--- src/rtl/idu_pipe.sv ---
// idu_pipe: registered RV32I/RV64I decode stage (in_* from fetch, out_* bundle to execute, valid/ready both sides, sticky halt on ebreak, decode_cnt of output handshakes)
module idu_pipe #(
  parameter int XLEN  = 64,
  parameter int CNT_W = 32
) (
  input  logic             clk,
  input  logic             rst_n,
  input  logic             flush,
  input  logic             in_valid,
  output logic             in_ready,
  input  logic [XLEN-1:0]  in_pc,
  input  logic [31:0]      in_inst,
  output logic             out_valid,
  input  logic             out_ready,
  output logic [XLEN-1:0]  out_pc,
  output logic [6:0]       out_opcode,
  output logic [2:0]       out_funct3,
  output logic [6:0]       out_funct7,
  output logic [4:0]       out_rs1,
  output logic [4:0]       out_rs2,
  output logic [4:0]       out_rd,
  output logic             out_rs1_en,
  output logic             out_rs2_en,
  output logic             out_rd_we,
  output logic [2:0]       out_itype,
  output logic [XLEN-1:0]  out_imm,
  output logic             out_word,
  output logic             out_illegal,
  output logic             out_ebreak,
  output logic             halt,
  output logic [CNT_W-1:0] decode_cnt
);
  localparam logic [2:0] IT_R = 3'd0, IT_I = 3'd1, IT_S = 3'd2, IT_B = 3'd3;
  localparam logic [2:0] IT_U = 3'd4, IT_J = 3'd5, IT_SYS = 3'd6, IT_BAD = 3'd7;
  localparam bit RV64 = XLEN == 64;
  typedef struct packed {
    logic [XLEN-1:0] pc;
    logic [6:0]      opcode;
    logic [2:0]      funct3;
    logic [6:0]      funct7;
    logic [4:0]      rs1;
    logic [4:0]      rs2;
    logic [4:0]      rd;
    logic            rs1_en;
    logic            rs2_en;
    logic            rd_we;
    logic [2:0]      itype;
    logic [XLEN-1:0] imm;
    logic            word;
    logic            illegal;
    logic            ebreak;
  } bnd_t;
  bnd_t dec, bnd_d, bnd_q;
  logic out_valid_d, out_valid_q, halt_d, halt_q, acc, hs, load, w_op;
  logic [CNT_W-1:0] cnt_d, cnt_q;
  logic [6:0] op;
  logic [31:0] imm32;
  always_comb begin
    dec = '0;
    op = in_inst[6:0];
    w_op = op == 7'b0011011 || op == 7'b0111011;
    dec.itype = (op == 7'b0110011 || (op == 7'b0111011 && RV64)) ? IT_R :
                (op == 7'b0000011 || op == 7'b0010011 || op == 7'b1100111 || (op == 7'b0011011 && RV64)) ? IT_I :
                op == 7'b0100011 ? IT_S :
                op == 7'b1100011 ? IT_B :
                (op == 7'b0110111 || op == 7'b0010111) ? IT_U :
                op == 7'b1101111 ? IT_J :
                op == 7'b1110011 ? IT_SYS : IT_BAD;
    imm32 = dec.itype == IT_I ? {{20{in_inst[31]}}, in_inst[31:20]} :
            dec.itype == IT_S ? {{20{in_inst[31]}}, in_inst[31:25], in_inst[11:7]} :
            dec.itype == IT_B ? {{19{in_inst[31]}}, in_inst[31], in_inst[7], in_inst[30:25], in_inst[11:8], 1'b0} :
            dec.itype == IT_U ? {in_inst[31:12], 12'b0} :
            dec.itype == IT_J ? {{11{in_inst[31]}}, in_inst[31], in_inst[19:12], in_inst[20], in_inst[30:21], 1'b0} : 32'b0;
    dec.pc = in_pc;
    dec.opcode = op;
    dec.funct3 = in_inst[14:12];
    dec.funct7 = in_inst[31:25];
    dec.rs1 = (dec.itype == IT_U || dec.itype == IT_J) ? 5'd0 : in_inst[19:15];
    dec.rs2 = in_inst[24:20];
    dec.rd = in_inst[11:7];
    dec.rs1_en = dec.itype inside {IT_R, IT_I, IT_S, IT_B};
    dec.rs2_en = dec.itype inside {IT_R, IT_S, IT_B};
    dec.rd_we = dec.itype inside {IT_R, IT_I, IT_U, IT_J} && in_inst[11:7] != 5'd0;
    dec.imm = XLEN'($signed(imm32));
    dec.word = w_op && RV64;
    dec.illegal = dec.itype == IT_BAD;
    dec.ebreak = in_inst == 32'h0010_0073;
    in_ready = !halt_q && (!out_valid_q || out_ready);
    acc = in_valid && in_ready;
    hs = out_valid_q && out_ready;
    load = acc && !flush;
    out_valid_d = !flush && (acc || (out_valid_q && !out_ready));
    bnd_d = load ? dec : bnd_q;
    halt_d = halt_q || (load && dec.ebreak);
    cnt_d = cnt_q + CNT_W'(hs);
  end
  always_ff @(posedge clk) begin
    if (!rst_n) begin
      bnd_q <= '0;
      out_valid_q <= 1'b0;
      halt_q <= 1'b0;
      cnt_q <= '0;
    end else begin
      bnd_q <= bnd_d;
      out_valid_q <= out_valid_d;
      halt_q <= halt_d;
      cnt_q <= cnt_d;
    end
  end
  assign out_valid = out_valid_q;
  assign halt = halt_q;
  assign decode_cnt = cnt_q;
  assign out_pc = bnd_q.pc;
  assign out_opcode = bnd_q.opcode;
  assign out_funct3 = bnd_q.funct3;
  assign out_funct7 = bnd_q.funct7;
  assign out_rs1 = bnd_q.rs1;
  assign out_rs2 = bnd_q.rs2;
  assign out_rd = bnd_q.rd;
  assign out_rs1_en = bnd_q.rs1_en;
  assign out_rs2_en = bnd_q.rs2_en;
  assign out_rd_we = bnd_q.rd_we;
  assign out_itype = bnd_q.itype;
  assign out_imm = bnd_q.imm;
  assign out_word = bnd_q.word;
  assign out_illegal = bnd_q.illegal;
  assign out_ebreak = bnd_q.ebreak;
endmodule

--- config.mk ---
export PLATFORM = sky130hd
export DESIGN_NAME = idu_pipe
export DESIGN_NICKNAME = d
export VERILOG_FILES = /design/src/rtl/idu_pipe.sv
export SDC_FILE = /design/constraint.sdc
export NUM_CORES = 1
export LEC_CHECK = 0
export CAP_MARGIN = 10
export CORE_MARGIN = 2
export CORE_UTILIZATION = 45
export DETAILED_ROUTE_END_ITERATION = 16
export PLACE_DENSITY = 0.85
export SYNTH_ARGS = -nofsm -noshare
export SYNTH_HDL_FRONTEND = slang
export SYNTH_SLANG_ARGS = --single-unit
--- constraint.sdc ---
create_clock -name clk -period 6.1 [get_ports clk]
set_input_delay 1.525 -clock clk [delete_from_list [all_inputs] [get_ports clk]]
set_output_delay 1.525 -clock clk [all_outputs]
set_load 0.01 [all_outputs]
==> key figures, run 1 <==
Min path
  • Hold path start: out_pc[15]$_SDFFE_PN0P_
  • Hold depth: 2
  • WHS Endpoint: out_pc[15]$_SDFFE_PN0P_
  • Hold Crit Class: reg2reg

CTS
  • Worst skew pair latency: 420 ps
  • Post_cts resized: 0
  • CTS tree: done
  • Hold_buf cts: 0
  • Clock Pin Slew Worst Setup and Hold Paths: 60 ps
  • Post-CTS Setup Bufs: 0
  • CTS max path bufs: 2
  • Root Driver: clkbuf_16
  • TritonCTS Sinks: roughly 170
  • H-tree levels: 4
  • Num CTS Buffers: 17

Floorplanning
  • Core footprint: about 15,000 um^2
  • FP Rows: 45
  • # IOs: 305
  • Die W: 127.5 um
  • Die Area: 16,260 um^2
  • Initial Utilization: 45.66%
  • Die Y: ~130 um

Detailed routing
  • DRT antenna net count: 0
  • WL per Instance: 16.06 um
  • Final WL: between 20,000 and 25,000 um
  • Iter 0 DRT Violations: 465
  • DRC violation count after routing: 0
  • Via density: roughly 5.3
  • Via count: 6,825
  • TritonRoute pass-1 iters: 5

STA
  • Max frequency: 233.3 MHz
  • Hold Fails Final Rpt: 0
  • Fin crit period: approximately 4300 ps
  • Worst clock skew: roughly 7.9 ps
  • Final setup violation count: 0
  • Max_slew headroom: 33.24%
  • Unrepaired setup endpoints after global routing: false
  • Final setup TNS: 0 ps
  • Final period utilization: 70.28%
  • Slew Limit Fails: 0
  • Slew @ Worst Pin: 1000 ps

Logic synthesis
  • Yosys reg bits: 171
  • FFs w/ async S/R, synth: 0%
  • Adder-Cell Fraction of Synth Area: 0.3646%
  • Seq/Total Area, Yosys: about half
  • Cells after Synth: 848
  • Ys Warns: 0
  • Top FF cell, synth: dfxtp_1
  • Synth Area in Compound Gates: 16.53%
  • EDFF count, synth: 0
  • Area leader, netlist: dfxtp_1
  • Post-synth design cell area: between 6000 and 7000 um^2
  • Post-synthesis xor/xnor area fraction: ~3.1%
  • Synth top area share: 49.87%
  • Synth Area per Inst: roughly 8 um^2
  • Combinational family with the most area after synthesis: simple AND/OR/NAND/NOR gates
  • Library cells used by synthesis: 56
  • Post-synthesis mux area share: 0.1458%
  • Largest cells by area after synthesis: dfxtp_1 50%, nand2_1 12%, a21oi_1 10%, buf_4 3.5%, o21ai_0 2.8%
  • Syn_nets: 951
  • Simple-gate area share of the yosys netlist: 22.89%

Final layout
  • Commonest non-fill, non-tap cell in the layout: clkdlybuf4s50_1
  • Nets: ~1,200
  • Synthesis-to-finish area growth: 50.24%
  • Most frequent cells in the layout: 304 x clkdlybuf4s50_1, 211 x nand2_1, 171 x dfxtp_1
  • Layout cells sized above 1: 4.533%
  • Fill cells: 1,190
  • Non-filler cells, final: 1,292
  • Layout Utilization: 68.60%

Global route
  • First-pass GRT wire length: 32,170 um
  • Antenna violations before repair: 0
  • Largest net degree at the start of global routing: 93
  • Gr usage total: 24.52%
  • Grt total ovfl: 0
  • Vias in the first global route: 6,358

Critical path
  • RR Endpoint: out_pc[47]$_SDFFE_PN0P_
  • FF-to-FF path depth: 5
  • Reg-to-Reg Start: out_valid$_SDFF_PN0_
  • Kind of critical path: in2out
  • Data required time of the critical path: 4580 ps
  • Setup crit start kind: input port
  • Crit path from: out_ready
  • R2r setup slk: 3820 ps
  • Worst Setup End Kind: output port
  • Crit path DAT: 2760 ps
  • Max Fanout on Critical Path: 4

Place
  • Placed insts: between 1,000 and 1,500
  • Routability cong.: 0.8474
  • HPWL after DPL: 14,340 um
  • Number of port buffers: 304

Status
  • Status: finished, final reports clean

Power
  • Worst vdd ir: 0.2391 mV
  • PD cells: 246.6 nW/um^2
  • Tot Pwr: 2543 uW
  • Leakage: 0.003648 uW

Flow run
  • Max-capacitance violation count: 0
metrics by stage:
stage	worst slack, ps	instance area [um^2]	hold slack, ps
floorplan	2778	6864	476.1
global placement	1832	9737	439.2
detailed placement	1812	9737	445.6
CTS	1811	10310	454.8
global route	1741	10310	470.0
finish	1813	10310	452.9
how the worst max path moves through the flow:
| stage | end | slack [ps] | cells past startpoint |
|---|---|---|---|
| 3_3_place_gp | in_ready | 1830 | 4 |
| 2_1_floorplan | in_ready | 2780 | 2 |
| 5_1_grt | in_ready | 1740 | 4 |
| 4_1_cts | in_ready | 1810 | 4 |
| 3_5_place_dp | in_ready | 1810 | 4 |
| 6_report | in_ready | 1810 | 4 |
sequential cells by signal, indices dropped and copies added, names as in the netlist, 5 cells and up:
signal      cells
decode_cnt     32
out_funct7      7
out_imm        32
out_opcode      7
out_pc         64
out_rd          5
out_rs1         5
out_rs2         5
critical path, stage by stage:
cell and delay (ps):
clkdlybuf4s50_1 410, nor2b_1 270, nor2_1 70, clkdlybuf4s50_1 480
report_power, final:
part,internal [uW],switching [uW],total [uW]
Sequential,1160,21.2,1180
Clock,581,471,1050
Combinational,161,150,311
layer usage:
layer / up-vias / routed length (um) / track usage, %
met3: 48 / 1634 / 7.538
met4: 0 / 699 / 10.47
li1: 3327 / - / -
met5: - / 0 / 0
met2: 288 / 9979 / 40.26
met1: 3162 / 8435 / 29.83
cells in the mapped netlist, types with 7 or more instances:
| cell type | n |
|---|---|
| nor2_1 | 44 |
| clkbuf_1 | 39 |
| o21ai_0 | 38 |
| nand2b_1 | 7 |
| nand2_1 | 211 |
| and4_1 | 7 |
| nand3_1 | 20 |
| xnor2_1 | 14 |
| buf_2 | 11 |
| nor3_1 | 10 |
| xor2_1 | 10 |
| a21oi_1 | 139 |
| nand4_1 | 9 |
| dfxtp_1 | 171 |
| and3_1 | 7 |
| buf_4 | 32 |
cell families after synthesis:
group | after synthesis
AOI/OAI and AO/OA | 208
DFF | 171
buffers and inverters | 93
adders and majority gates | 2
and+or+nand+nor | 349
xor gates and xnor gates | 24
muxes | 1
final cells by class:
cell class	count	area, um^2	area share, %
Timing Repair Buffer	311	3095	30.02
Clock inverter	14	133.9	1.298
Clock buffer	18	439.2	4.259
Inverter	5	21.27	0.2063
Antenna cell	1	2.502	0.02427
Sequential cell	171	3423	33.20
Multi-Input combinational cell	584	2962	28.72
Tap cell	188	235.2	2.281
Power figures use the tool's default switching activity.
==> run 2: changes to the inputs <==
--- a/config.mk
+++ b/config.mk
@@ -7,9 +7,9 @@
 export LEC_CHECK = 0
 export CAP_MARGIN = 10
 export CORE_MARGIN = 2
-export CORE_UTILIZATION = 45
+export CORE_UTILIZATION = 38
 export DETAILED_ROUTE_END_ITERATION = 16
-export PLACE_DENSITY = 0.85
+export PLACE_DENSITY = 0.77
 export SYNTH_ARGS = -nofsm -noshare
 export SYNTH_HDL_FRONTEND = slang
 export SYNTH_SLANG_ARGS = --single-unit
==> constraint.sdc (replaced) <==
create_clock -name clk -period 3.59 [get_ports clk]
set_input_delay 0.8975 -clock clk [delete_from_list [all_inputs] [get_ports clk]]
set_output_delay 0.8975 -clock clk [all_outputs]
set_load 0.01 [all_outputs]
==> run 2 against run 1 <==
- via count decreased by 1.8%
- non-clock buffer count increased by 5
- setup slack got worse by 1300 ps
- sequential power grew 69%
- critical path type unchanged
- die area is 18% higher
- first-iteration DRC count up 25%
- critical path depth unchanged
- clock-buffer cell count is 2 higher
- largest cell class unchanged
- sequential share of layout area fell by 0.51 points
- wire length grew 2.7%
==> key figures, run 2 (synthesis gave the netlist of run 1 again) <==
CTS
  • Worst skew pair latency: 420 ps
  • TritonCTS Sinks: approximately 170
  • Clock Pin Slew Worst Setup and Hold Paths: 60 ps
  • H-tree levels: 4
  • Root Driver: clkbuf_16
  • CTS tree: done
  • CTS max path bufs: 2
  • Post_cts resized: 0
  • Post-CTS Setup Bufs: 0
  • Hold_buf cts: 0
  • Num CTS Buffers: 17

Place
  • Area of placed instances: ~10000 um^2
  • HPWL after DPL: 15,110 um
  • Number of port buffers: 304
  • Routability cong.: 0.8323

Critical path
  • Max Fanout on Critical Path: 4
  • FF-to-FF path depth: 8
  • R2r setup slk: 1510 ps
  • Crit path DAT: 2140 ps
  • Reg-to-Reg Start: out_valid$_SDFF_PN0_
  • Data required time of the critical path: approximately 2700 ps
  • Worst Setup End Kind: output port
  • Setup crit start kind: input port
  • Kind of critical path: in2out
  • RR Endpoint: decode_cnt[28]$_SDFF_PN0_

Power
  • Comb power frac: approximately an eighth
  • Tot Pwr: around 4400 uW
  • Worst vdd ir: 0.3129 mV
  • PD cells: 422.5 nW/um^2
  • P_sw: around 1000 uW
  • Sequential share of power: a little under half
  • Sw frac: about a quarter
  • Internal power: 3380 uW
  • Clock share of power: 42.5%
  • Leakage: approximately 0.0037 uW

STA
  • Final setup violation count: 0
  • Final period utilization: 84.59%
  • Hold Fails Final Rpt: 0
  • Final setup TNS: 0 ps
  • Unrepaired setup endpoints after global routing: false
  • Hold_ws: ~450 ps
  • Worst clock skew: 8.575 ps
  • Max frequency: 329.3 MHz
  • Fin crit period: 3037 ps
  • Slew Limit Fails: 0
  • Max_slew headroom: 61.31%
  • Slew @ Worst Pin: around 580 ps

Floorplanning
  • Die W: 138.4 um
  • Die Y: 138.4 um
  • Initial Utilization: 38.47%
  • Die Area: 19,150 um^2
  • Core footprint: 17,840 um^2
  • # IOs: 305
  • FP Rows: 49

Min path
  • Hold depth: 2
  • Hold Crit Class: reg2reg
  • WHS Endpoint: out_word$_SDFFE_PN0P_
  • Hold path start: out_word$_SDFFE_PN0P_

Detailed routing
  • Via density: 5.022
  • TritonRoute pass-1 iters: 4
  • Final WL: 21,310 um
  • Iter 0 DRT Violations: 580
  • DRC violation count after routing: 0
  • WL per Instance: ~16 um
  • DRT antenna net count: 0
  • Via count: 6,704

Final layout
  • Most frequent cells in the layout: 304 x clkdlybuf4s50_1, 211 x nand2_1, 171 x dfxtp_1
  • Commonest non-fill, non-tap cell in the layout: clkdlybuf4s50_1
  • Synthesis-to-finish area growth: 52.59%
  • Finished Cell Area: 10,470 um^2
  • FF+latch area: 3423 um^2
  • Fill cells: 1,594
  • Layout Utilization: between 50% and 60%
  • Number of flip-flops in the largest register: 64
  • N_diodes: 0
  • Nets: roughly 1,200
  • Layout cells sized above 1: roughly 4.7%
  • Multi-input logic area: 2962 um^2

Global route
  • Gr usage total: 21.81%
  • Grt total ovfl: 0
  • Antenna violations before repair: 0
  • Largest net degree at the start of global routing: 79
  • Vias in the first global route: 6,309
  • First-pass GRT wire length: 33,790 um

Status
  • Status: finished, final reports clean

Flow run
  • Max-capacitance violation count: 0
==> run 2: power by group through the flow <==
stage / Sequential [uW] / Combinational [uW] / Clock, uW
3_5_place_dp: 2050 / 543 / 0
4_1_cts: 2000 / 546 / 1920
2_1_floorplan: 2080 / 175 / 0
3_3_place_gp: 2040 / 538 / 0
5_1_grt: 2010 / 585 / 2010
6_report: 2000 / 541 / 1880
==> run 2: routing by layer <==
| layer | track usage [%] | vias up | share of wire [%] |
|---|---|---|---|
| met5 | 0 | - | 0 |
| met4 | 9.452 | 0 | 2.9 |
| met3 | 6.651 | 40 | 6.4 |
| met2 | 35.75 | 231 | 48 |
| met1 | 26.60 | 3105 | 42 |
| li1 | - | 3328 | - |
==> run 2: stage by stage <==
step	std cells	worst slack, ps
after detailed placement	1305	484.2
after CTS	1335	571.5
after global routing	1335	463.1
final	1335	553.4
after global placement	1305	516.2
after floorplan	848	1159
==> run 2: final cells by class <==
class / instances / share of cell area, %
inverters: 5 / 0.2031
clock inverters: 10 / 1.350
multi-input cells: 584 / 28.28
repair buffers: 316 / 30.39
well taps: 229 / 2.736
flip-flops and latches: 171 / 32.68
clock buffers: 20 / 4.360
==> run 2: critical path: stages <==
cell	delay (ps)
clkdlybuf4s50_1	410
nor2b_1	280
nor2_1	70
clkdlybuf4s50_1	480
==> run 2: worst max-delay path by stage <==
stage,startpoint,end,slack [ps],cells after the start
4_1_cts,out_ready,in_ready,570,4
6_report,out_ready,in_ready,550,4
2_1_floorplan,out_ready,decode_cnt[31]$_SDFF_PN0_,1160,7
5_1_grt,out_ready,in_ready,460,4
3_3_place_gp,out_ready,decode_cnt[28]$_SDFF_PN0_,520,9
3_5_place_dp,out_ready,decode_cnt[31]$_SDFF_PN0_,480,8
==> run 3: changes to the inputs <==
--- a/config.mk
+++ b/config.mk
@@ -7,9 +7,9 @@
 export LEC_CHECK = 0
 export CAP_MARGIN = 10
 export CORE_MARGIN = 2
-export CORE_UTILIZATION = 38
+export CORE_UTILIZATION = 42
 export DETAILED_ROUTE_END_ITERATION = 16
-export PLACE_DENSITY = 0.77
+export PLACE_DENSITY = 0.8
 export SYNTH_ARGS = -nofsm -noshare
 export SYNTH_HDL_FRONTEND = slang
 export SYNTH_SLANG_ARGS = --single-unit
==> constraint.sdc (replaced) <==
create_clock -name clk -period 2.95 [get_ports clk]
set_input_delay 0.7375 -clock clk [delete_from_list [all_inputs] [get_ports clk]]
set_output_delay 0.7375 -clock clk [all_outputs]
set_load 0.01 [all_outputs]
==> run 3 against run 2 <==
- critical path depth did not move
- clock power rose by 30%
- cell count is 0.37% higher
- total power increased by 26%
- sequential share of layout area down 0.43 points
- wire length is 1.7% higher
- critical endpoint unchanged
- via count up 1.8%
- highest routed layer unchanged
- clock skew down 0.60 ps
- sequential cell count is the same
- setup slack worse by 330 ps
==> key figures, run 3 (synthesis gave the netlist of run 1 again) <==
Power
  • Worst vdd ir: around 0.4 mV
  • Leakage: 0.003810 uW
  • PD cells: 524.1 nW/um^2
  • Tot Pwr: 5562 uW

Floorplanning
  • Core footprint: 15,940 um^2
  • Die Area: between 15,000 and 20,000 um^2
  • Initial Utilization: 43.05%
  • Die W: 131.8 um
  • Die Y: 131.8 um
  • FP Rows: 46
  • # IOs: 305

Critical path
  • Kind of critical path: in2out
  • Reg-to-Reg Start: out_valid$_SDFF_PN0_
  • Setup crit start kind: input port
  • CP max-delay cell: clkdlybuf4s50_1
  • Data required time of the critical path: ~2200 ps
  • Critical Path Most Common Cell: clkdlybuf4s50_1
  • Worst Setup End Kind: output port
  • Max stage delay on crit path: 480 ps
  • FF-to-FF path depth: 8
  • RR Endpoint: decode_cnt[18]$_SDFF_PN0_
  • R2r setup slk: 970 ps
  • Largest delay share family, worst path: buffers and inverters
  • Crit path buffers/inverters: 2
  • Crit path DAT: approximately 2000 ps
  • CP cell instances: clkdlybuf4s50_1 > nor2b_1 > nor2_1 > clkdlybuf4s50_1
  • Max Fanout on Critical Path: 4

STA
  • Max frequency: 366.2 MHz
  • Final period utilization: 92.56%
  • Fin crit period: 2730 ps
  • Final setup TNS: 0 ps
  • Slew Limit Fails: 0
  • Unrepaired setup endpoints after global routing: false
  • Max_slew headroom: 63.92%
  • Slew @ Worst Pin: 539.1 ps
  • Final setup margin: 219.5 ps
  • Hold Fails Final Rpt: 0
  • Worst clock skew: 7.972 ps
  • Final setup violation count: 0

Detailed routing
  • WL per Instance: 16.17 um
  • Via count: a little under 7,000
  • Iter 0 DRT Violations: approximately 350
  • TritonRoute pass-1 iters: 5
  • DRT antenna net count: 0
  • DRC violation count after routing: 0
  • Final WL: between 20,000 and 25,000 um
  • Via density: 5.095

Final layout
  • Non-filler cells, final: 1,340
  • Nets: 1,215
  • Most frequent cells in the layout: 304 x clkdlybuf4s50_1, 211 x nand2_1, 171 x dfxtp_1
  • Layout cells sized above 1: under 10%
  • Synthesis-to-finish area growth: 54.61%
  • Commonest non-fill, non-tap cell in the layout: clkdlybuf4s50_1
  • N_diodes: 0
  • Number of flip-flops in the largest register: 64

CTS
  • Num CTS Buffers: 17
  • CTS tree: done
  • Post_cts resized: 0
  • TritonCTS Sinks: 171
  • Worst skew pair latency: 420 ps
  • Root Driver: clkbuf_16
  • CTS max path bufs: 2
  • Hold_buf cts: 0
  • Post-CTS Setup Bufs: 0
  • Clock Pin Slew Worst Setup and Hold Paths: 60 ps
  • H-tree levels: 4

Place
  • Number of port buffers: approximately 300
  • Placed insts: 1,309
  • Routability cong.: around 0.85
  • Post-place setup slack: around 83 ps
  • HPWL after DPL: between 15,000 and 20,000 um

Flow run
  • Max-capacitance violation count: 0

Min path
  • Hold path start: out_pc[35]$_SDFFE_PN0P_
  • WHS Endpoint: out_pc[35]$_SDFFE_PN0P_
  • Hold depth: 2
  • Hold Crit Class: reg2reg

Global route
  • Largest net degree at the start of global routing: 55
  • Vias in the first global route: 6,287
  • Gr usage total: ~25%
  • Grt total ovfl: 0
  • First-pass GRT wire length: 34,390 um
  • Antenna violations before repair: 0

Status
  • Status: finished, final reports clean
## run 3: cell types whose count changed in the layout (fill, tap and decap cells not counted), sizes merged
cell,previous run,this run
bufinv,3,5
clkbuf,20,21
inv,7,5
clkinvlp,2,0
buf,12,29
clkinv,3,5
## run 3: per-stage QoR
stage	utilization, %	cell area [um^2]	hold WS [ps]
2_1_floorplan	-	6864	476.1
3_3_place_gp	62.49	9962	440.6
3_5_place_dp	62.49	9962	445.3
4_1_cts	66.57	10610	453.8
5_1_grt	66.57	10610	467.8
6_report	66.57	10610	451.9
## run 3: report_power, final
group	leakage, uW	total, uW	switching [uW]	internal, uW
Combinational	0.00210	668	317	352
Sequential	0.00139	2440	43.2	2400
Clock	0.000317	2450	906	1550
## run 3: final cells by class
cell class,count,area (um^2)
clock buffers,21,460.4
inverters,5,21.27
well taps,216,270.3
repair buffers,333,3286
fillers,1307,5330
clock inverters,10,190.2
flip-flops and latches,171,3423
multi-input cells,584,2962
## run 3: worst max path at each step
| stage | depth (start not counted) | slack [ps] | endpoint | startpoint |
|---|---|---|---|---|
| 3_3_place_gp | 10 | 160 | decode_cnt[26]$_SDFF_PN0_ | out_ready |
| 6_report | 4 | 220 | in_ready | out_ready |
| 4_1_cts | 4 | 220 | in_ready | out_ready |
| 3_5_place_dp | 9 | 80 | decode_cnt[18]$_SDFF_PN0_ | out_ready |
| 2_1_floorplan | 7 | 680 | decode_cnt[31]$_SDFF_PN0_ | out_ready |
| 5_1_grt | 4 | 150 | in_ready | out_ready |
## run 3: layer usage
metal  part of all wire [%]  track usage [%]
met2                     48            40.52
met4                    3.4            10.63
met5                      0                0
met1                     42            30.48
met3                    5.9            6.190
## run 3: worst min-delay path, stage by stage, from the launching register on
cell,delay [ps]
dfxtp_1,300
nand2_1,50
a21oi_1,50
